## config.mk

```make
export PLATFORM = sky130hd
export DESIGN_NAME = ped_traffic_light_ctrl
export DESIGN_NICKNAME = d
export VERILOG_FILES = /design/src/rtl/traffic_pkg.sv /design/src/rtl/phase_timer.sv /design/src/rtl/ped_traffic_light_ctrl.sv
export SDC_FILE = /design/constraint.sdc
export NUM_CORES = 1
export LEC_CHECK = 0
export ABC_AREA = 1
export ABC_CLOCK_PERIOD_IN_PS = 4250
export CAP_MARGIN = 5
export CELL_PAD_IN_SITES_DETAIL_PLACEMENT = 0
export CELL_PAD_IN_SITES_GLOBAL_PLACEMENT = 2
export CORE_UTILIZATION = 34
export DETAILED_ROUTE_END_ITERATION = 8
export GPL_ROUTABILITY_DRIVEN = 0
export PLACE_DENSITY = 0.9
export SETUP_SLACK_MARGIN = 0.3
export SYNTH_ARGS = -nofsm -noshare
export SYNTH_HDL_FRONTEND = slang
export SYNTH_SLANG_ARGS = --single-unit
```

## constraint.sdc

```tcl
create_clock -name clk -period 4.25 [get_ports clk]
set_clock_uncertainty 0.05 [all_clocks]
set_input_delay 1.0625 -clock clk [delete_from_list [all_inputs] [get_ports clk]]
set_output_delay 1.0625 -clock clk [all_outputs]
set_load 0.005 [all_outputs]
```

## src/rtl/traffic_pkg.sv

```systemverilog
// Shared types for the pedestrian-crossing controller: state codes and lamp patterns.
package traffic_pkg;

    typedef enum logic [2:0] {
        ST_GREEN    = 3'd0,
        ST_YELLOW   = 3'd1,
        ST_RED_PRE  = 3'd2,
        ST_WALK     = 3'd3,
        ST_FLASH    = 3'd4,
        ST_RED_POST = 3'd5
    } state_e;

    localparam logic [2:0] LAMP_RED = 3'b100;
    localparam logic [2:0] LAMP_YEL = 3'b010;
    localparam logic [2:0] LAMP_GRN = 3'b001;

    // Car lamp pattern for a state; every non-green/yellow state shows red.
    function automatic logic [2:0] lamp_of(state_e s);
        case (s)
            ST_GREEN:  return LAMP_GRN;
            ST_YELLOW: return LAMP_YEL;
            default:   return LAMP_RED;
        endcase
    endfunction

endpackage

```

## src/rtl/phase_timer.sv

```systemverilog
// Saturating phase timer; advances on tick, reports the final tick of a duration.
module phase_timer #(
    parameter int unsigned TW = 8
) (
    input  logic          clk,
    input  logic          reset,
    input  logic          clr,
    input  logic          tick,
    input  logic [TW-1:0] dur,
    output logic          done,
    output logic [TW-1:0] cnt
);

    localparam logic [TW-1:0] CNT_MAX = '1;

    logic [TW-1:0] cnt_q;
    logic [TW-1:0] cnt_d;

    always_comb begin
        cnt_d = cnt_q;
        if (clr) begin
            cnt_d = '0;
        end else if (tick && (cnt_q != CNT_MAX)) begin
            cnt_d = cnt_q + TW'(1);
        end
    end

    always_ff @(posedge clk or negedge reset) begin
        if (!reset) begin
            cnt_q <= '0;
        end else begin
            cnt_q <= cnt_d;
        end
    end

    assign cnt  = cnt_q;
    assign done = tick && (cnt_q == (dur - TW'(1)));

endmodule

```

## src/rtl/ped_traffic_light_ctrl.sv

```systemverilog
// Pedestrian-crossing controller: car lamps plus walk/don't-walk, with a sticky
// request latch, minimum green, clearance phases and a flashing clear phase.
module ped_traffic_light_ctrl
    import traffic_pkg::*;
#(
    parameter int unsigned TW          = 8,
    parameter int unsigned GREEN_MIN   = 7,
    parameter int unsigned YELLOW_TIME = 3,
    parameter int unsigned ALLRED_TIME = 2,
    parameter int unsigned WALK_TIME   = 7,
    parameter int unsigned FLASH_TIME  = 3
) (
    input  logic       clk,
    input  logic       reset,
    input  logic       tick,
    input  logic       button,
    output logic [2:0] lights,
    output logic       walk,
    output logic       dont_walk,
    output logic       req_pending,
    output logic [2:0] phase
);

    localparam longint unsigned DUR_LIM = 64'(1) << TW;

    if (GREEN_MIN < 1 || longint'(GREEN_MIN) >= DUR_LIM ||
        YELLOW_TIME < 1 || longint'(YELLOW_TIME) >= DUR_LIM ||
        ALLRED_TIME < 1 || longint'(ALLRED_TIME) >= DUR_LIM ||
        WALK_TIME < 1 || longint'(WALK_TIME) >= DUR_LIM ||
        FLASH_TIME < 1 || longint'(FLASH_TIME) >= DUR_LIM) begin : g_bad_duration
        $error("ped_traffic_light_ctrl: every duration must be in [1, 2**TW-1]");
    end

    state_e        state_q, state_d;
    logic          req_q, req_d;
    logic          flash_q, flash_d;
    logic [2:0]    lights_q, lights_d;
    logic          walk_q, walk_d;
    logic          dont_walk_q, dont_walk_d;
    logic          tmr_clr;
    logic          tmr_done;
    logic [TW-1:0] tmr_cnt;
    logic [TW-1:0] tmr_dur;

    phase_timer #(.TW(TW)) u_timer (
        .clk   (clk),
        .reset (reset),
        .clr   (tmr_clr),
        .tick  (tick),
        .dur   (tmr_dur),
        .done  (tmr_done),
        .cnt   (tmr_cnt)
    );

    // Next state, request latch, flash toggle, and lamp decode of the next state.
    always_comb begin
        state_d     = state_q;
        req_d       = req_q;
        flash_d     = flash_q;
        tmr_dur     = TW'(ALLRED_TIME);
        lights_d    = LAMP_RED;
        walk_d      = 1'b0;
        dont_walk_d = 1'b1;

        case (state_q)
            ST_YELLOW: tmr_dur = TW'(YELLOW_TIME);
            ST_WALK:   tmr_dur = TW'(WALK_TIME);
            ST_FLASH:  tmr_dur = TW'(FLASH_TIME);
            default:   tmr_dur = TW'(ALLRED_TIME);
        endcase

        case (state_q)
            ST_GREEN:    if (tick && req_q && (tmr_cnt >= TW'(GREEN_MIN - 1))) state_d = ST_YELLOW;
            ST_YELLOW:   if (tmr_done) state_d = ST_RED_PRE;
            ST_RED_PRE:  if (tmr_done) state_d = ST_WALK;
            ST_WALK:     if (tmr_done) state_d = ST_FLASH;
            ST_FLASH:    if (tmr_done) state_d = ST_RED_POST;
            ST_RED_POST: if (tmr_done) state_d = ST_GREEN;
            default:     state_d = ST_RED_POST;
        endcase

        // Clear on WALK entry outranks a same-cycle press; presses are ignored while crossing.
        if (state_d == ST_WALK && state_q != ST_WALK) begin
            req_d = 1'b0;
        end else if (button && state_q != ST_WALK && state_q != ST_FLASH) begin
            req_d = 1'b1;
        end

        if (state_d == ST_FLASH && state_q != ST_FLASH) begin
            flash_d = 1'b1;
        end else if (state_q == ST_FLASH && tick) begin
            flash_d = ~flash_q;
        end

        lights_d = lamp_of(state_d);
        if (state_d == ST_WALK) begin
            walk_d      = 1'b1;
            dont_walk_d = 1'b0;
        end else if (state_d == ST_FLASH) begin
            dont_walk_d = flash_d;
        end
    end

    assign tmr_clr = (state_d != state_q);

    always_ff @(posedge clk or negedge reset) begin
        if (!reset) begin
            state_q     <= ST_RED_POST;
            req_q       <= 1'b0;
            flash_q     <= 1'b1;
            lights_q    <= LAMP_RED;
            walk_q      <= 1'b0;
            dont_walk_q <= 1'b1;
        end else begin
            state_q     <= state_d;
            req_q       <= req_d;
            flash_q     <= flash_d;
            lights_q    <= lights_d;
            walk_q      <= walk_d;
            dont_walk_q <= dont_walk_d;
        end
    end

    assign lights      = lights_q;
    assign walk        = walk_q;
    assign dont_walk   = dont_walk_q;
    assign req_pending = req_q;
    assign phase       = state_q;

endmodule

```

==> flow_metrics.env <==
export IMPL_postSynthCellCount=142
export IMPL_placed_cell_area_um2=1270
export IMPL_fin_crit_sh_pct=62.3
export IMPL_synth_top_family_by_area="simple AND/OR/NAND/NOR gates"
export IMPL_fin_setup_tns_ns=0
export IMPL_drt_iter0_markers=16
export IMPL_grt_start_max_net_pins=19
export IMPL_ys_seq_area_share_pct=41.0
export IMPL_min_delay_start="flash_q"
export IMPL_worstSetupPathType="flip-flop to output port"
export IMPL_clockBufferDepth=2
export IMPL_yosys_warnings=0
export IMPL_worstMarginPinSlew_ns=0.816
export IMPL_cts_buffers=3
export IMPL_min_period_ns=2.65
export IMPL_final_hold_violation_count=0
export IMPL_finalInstanceArea_um2=1300
export IMPL_mostFrequentLayoutCell="nand2_1"
export IMPL_ioPinCount=13
export IMPL_synth_xor_area_share_pct=3.93
export IMPL_synthAdderAreaFrac_pct=2.24
export IMPL_cts_resized=0
export IMPL_hold_buffers=0
export IMPL_cp_required_ns=3.14
export IMPL_start_kind="flip-flop"
export IMPL_worstSkewPairLatency_ns=0.29
export IMPL_grtUsageTotal_pct=15.2
export IMPL_rows=20
export IMPL_grt_overflow_total=0
export IMPL_cts_sinks=18
export IMPL_io_buffers=12
export IMPL_drive_above_1_share_pct=21.8
export IMPL_crit_fanout=11
export IMPL_cp_end_kind="output port"
export IMPL_holdCritPathClass="flip-flop to flip-flop"
export IMPL_rr_startpoint="phase[0]"
export IMPL_rsz0062_at_grt="no"
export IMPL_grt_pass1_wl_um=3890
export IMPL_reg2reg_to="u_timer.cnt[1]"
export IMPL_path_cells="clkdlybuf4s50_1"
export IMPL_route_detailed_wl_per_inst_um=11.3
export IMPL_final_cell_mix="nand2_1, inv_1, nor2_1"
export IMPL_power_static_leakage_nw=0.645
export IMPL_drt_total_wl_um=2270
export IMPL_core_area_um2=3080
export IMPL_clk_pin_slew_worst_paths_ns=0.11
export IMPL_setup_viol=0
export IMPL_via_per_inst=4.41
export IMPL_initial_core_util_pct=36.2
export IMPL_r2r_setup_slack_ns=2.41
export IMPL_yosysUniqueCellTypes=24
export IMPL_slew_viol_final=0
export IMPL_layout_nets=163
export IMPL_reg2reg_depth=10
export IMPL_drt_pass1_iterations=5
export IMPL_synth_area_leaders="dfrtp_1, dfstp_2, nand2_1, inv_1, nor2_1"
export IMPL_diodes=0
export IMPL_die_w_um=59.3
export IMPL_grt_pass1_vias=847
export IMPL_synth_top_area_share_pct=29.2
export IMPL_cp_buffers_inverters=1
export IMPL_yosys_area_share_simple_pct=40.1
export IMPL_outcome="complete, no violations"
export IMPL_drc=0
export IMPL_critPathMaxStageDelay_ns=0.70
export IMPL_hpwl_um=1810
export IMPL_ir_worst_vdd_v=0.000267
export IMPL_ant_nets=0
export IMPL_cap_violations=0
export IMPL_postSynthAreaPerCell_um2=7.85
export IMPL_p_per_area_nw_per_um2=595
export IMPL_whs_path_depth=2
export IMPL_syn_to_final_growth_pct=16.9
export IMPL_critPathArrivalTime_ns=1.54
export IMPL_critPathSlowestCell="dfstp_2"
export IMPL_path_delay_family="flip-flops"
export IMPL_synth_nets=148
export IMPL_slew_headroom_pct=45.4
export IMPL_hold_end="flash_q"
export IMPL_die_h_um=59.3
export IMPL_fmax_mhz=378
export IMPL_synth_compound_area_share_pct=2.36
export IMPL_cts_max_level=1
export IMPL_die_area_um2=3510
export IMPL_synth_top_area_cell="dfrtp_1"
export IMPL_antenna_found_initial=0
export IMPL_muxShareOfSynthArea_pct=0
export IMPL_cts_root_buf="clkbuf_4"
export IMPL_netlist_area_um2=1110
export IMPL_tritoncts="done"
export IMPL_postCtsSetupBuffers=0
export IMPL_vias=882
export IMPL_ys_seq_elements=18
routing by layer:
layer  global-route usage [%]  wire length (µm)  vias up
met3                     2.62                35        2
li1                         -                 -      461
met1                     21.9              1160      415
met4                     5.10                12        0
met2                     23.1              1060        4
met5                        0                 0        -
cells in the mapped netlist (all sizes together):
| cell | instances |
|---|---|
| inv | 25 |
| buf | 2 |
| nand2 | 39 |
| nor2 | 25 |
| a21oi | 1 |
| dfstp | 5 |
| nand3 | 15 |
| xor2 | 4 |
| dfrtp | 13 |
| xnor2 | 1 |
| or2 | 1 |
| o21ai | 2 |
| nand4 | 5 |
| ha | 2 |
| nand3b | 1 |
| o21a | 1 |
layout make-up:
class	count	area (µm²)
timing repair buffer	12	120
sequential	18	457
fill	319	1770
tap	44	55.1
inverter	25	93.8
multi-input combinational	97	542
clock buffer	4	36.3
state kept, by name, indices dropped and copies added (netlist names):
signal,count
flash_q,1
req_pending,1
lights,3
u_timer.cnt,8
dont_walk,1
phase,3
walk,1
kinds of logic (layout without fill, tap and decap cells):
kind of cell,count (synthesis),in the layout
xor gates and xnor gates,5,5
DFF,18,18
AOI/OAI and AO/OA,4,4
adders and majority gates,2,2
buffers and inverters,27,41
and+or+nand+nor,86,86
how the worst max path moves through the flow:
stage / start / endpoint / slack (ns) / cells after the start
floorplan: tick / u_timer.cnt[7] / 2.26 / 9
global placement: tick / u_timer.cnt[6] / 1.59 / 10
detailed placement: tick / u_timer.cnt[0] / 1.54 / 10
CTS: phase[0] / phase[0] / 1.60 / 1
global route: phase[0] / phase[0] / 1.53 / 1
finish: phase[0] / phase[0] / 1.60 / 1
where the power goes:
group	internal [mW]	switching, mW	leakage (nW)	total, mW
sequential	0.234	0.0652	0.224	0.299
clock	0.0522	0.0558	0.0210	0.108
combinational	0.146	0.223	0.400	0.368
metrics by stage:
step,setup WS (ns),total power [mW],std cells,util [%],hold WS (ns)
4_1_cts,1.60,0.787,200,42.4,0.543
6_report,1.60,0.775,200,42.4,0.533
3_3_place_gp,1.59,0.675,196,41.2,0.517
3_5_place_dp,1.54,0.678,196,41.2,0.517
5_1_grt,1.53,0.848,200,42.4,0.573
2_1_floorplan,2.26,0.563,142,-,0.459
No activity file was read; power rests on OpenSTA's default activity.
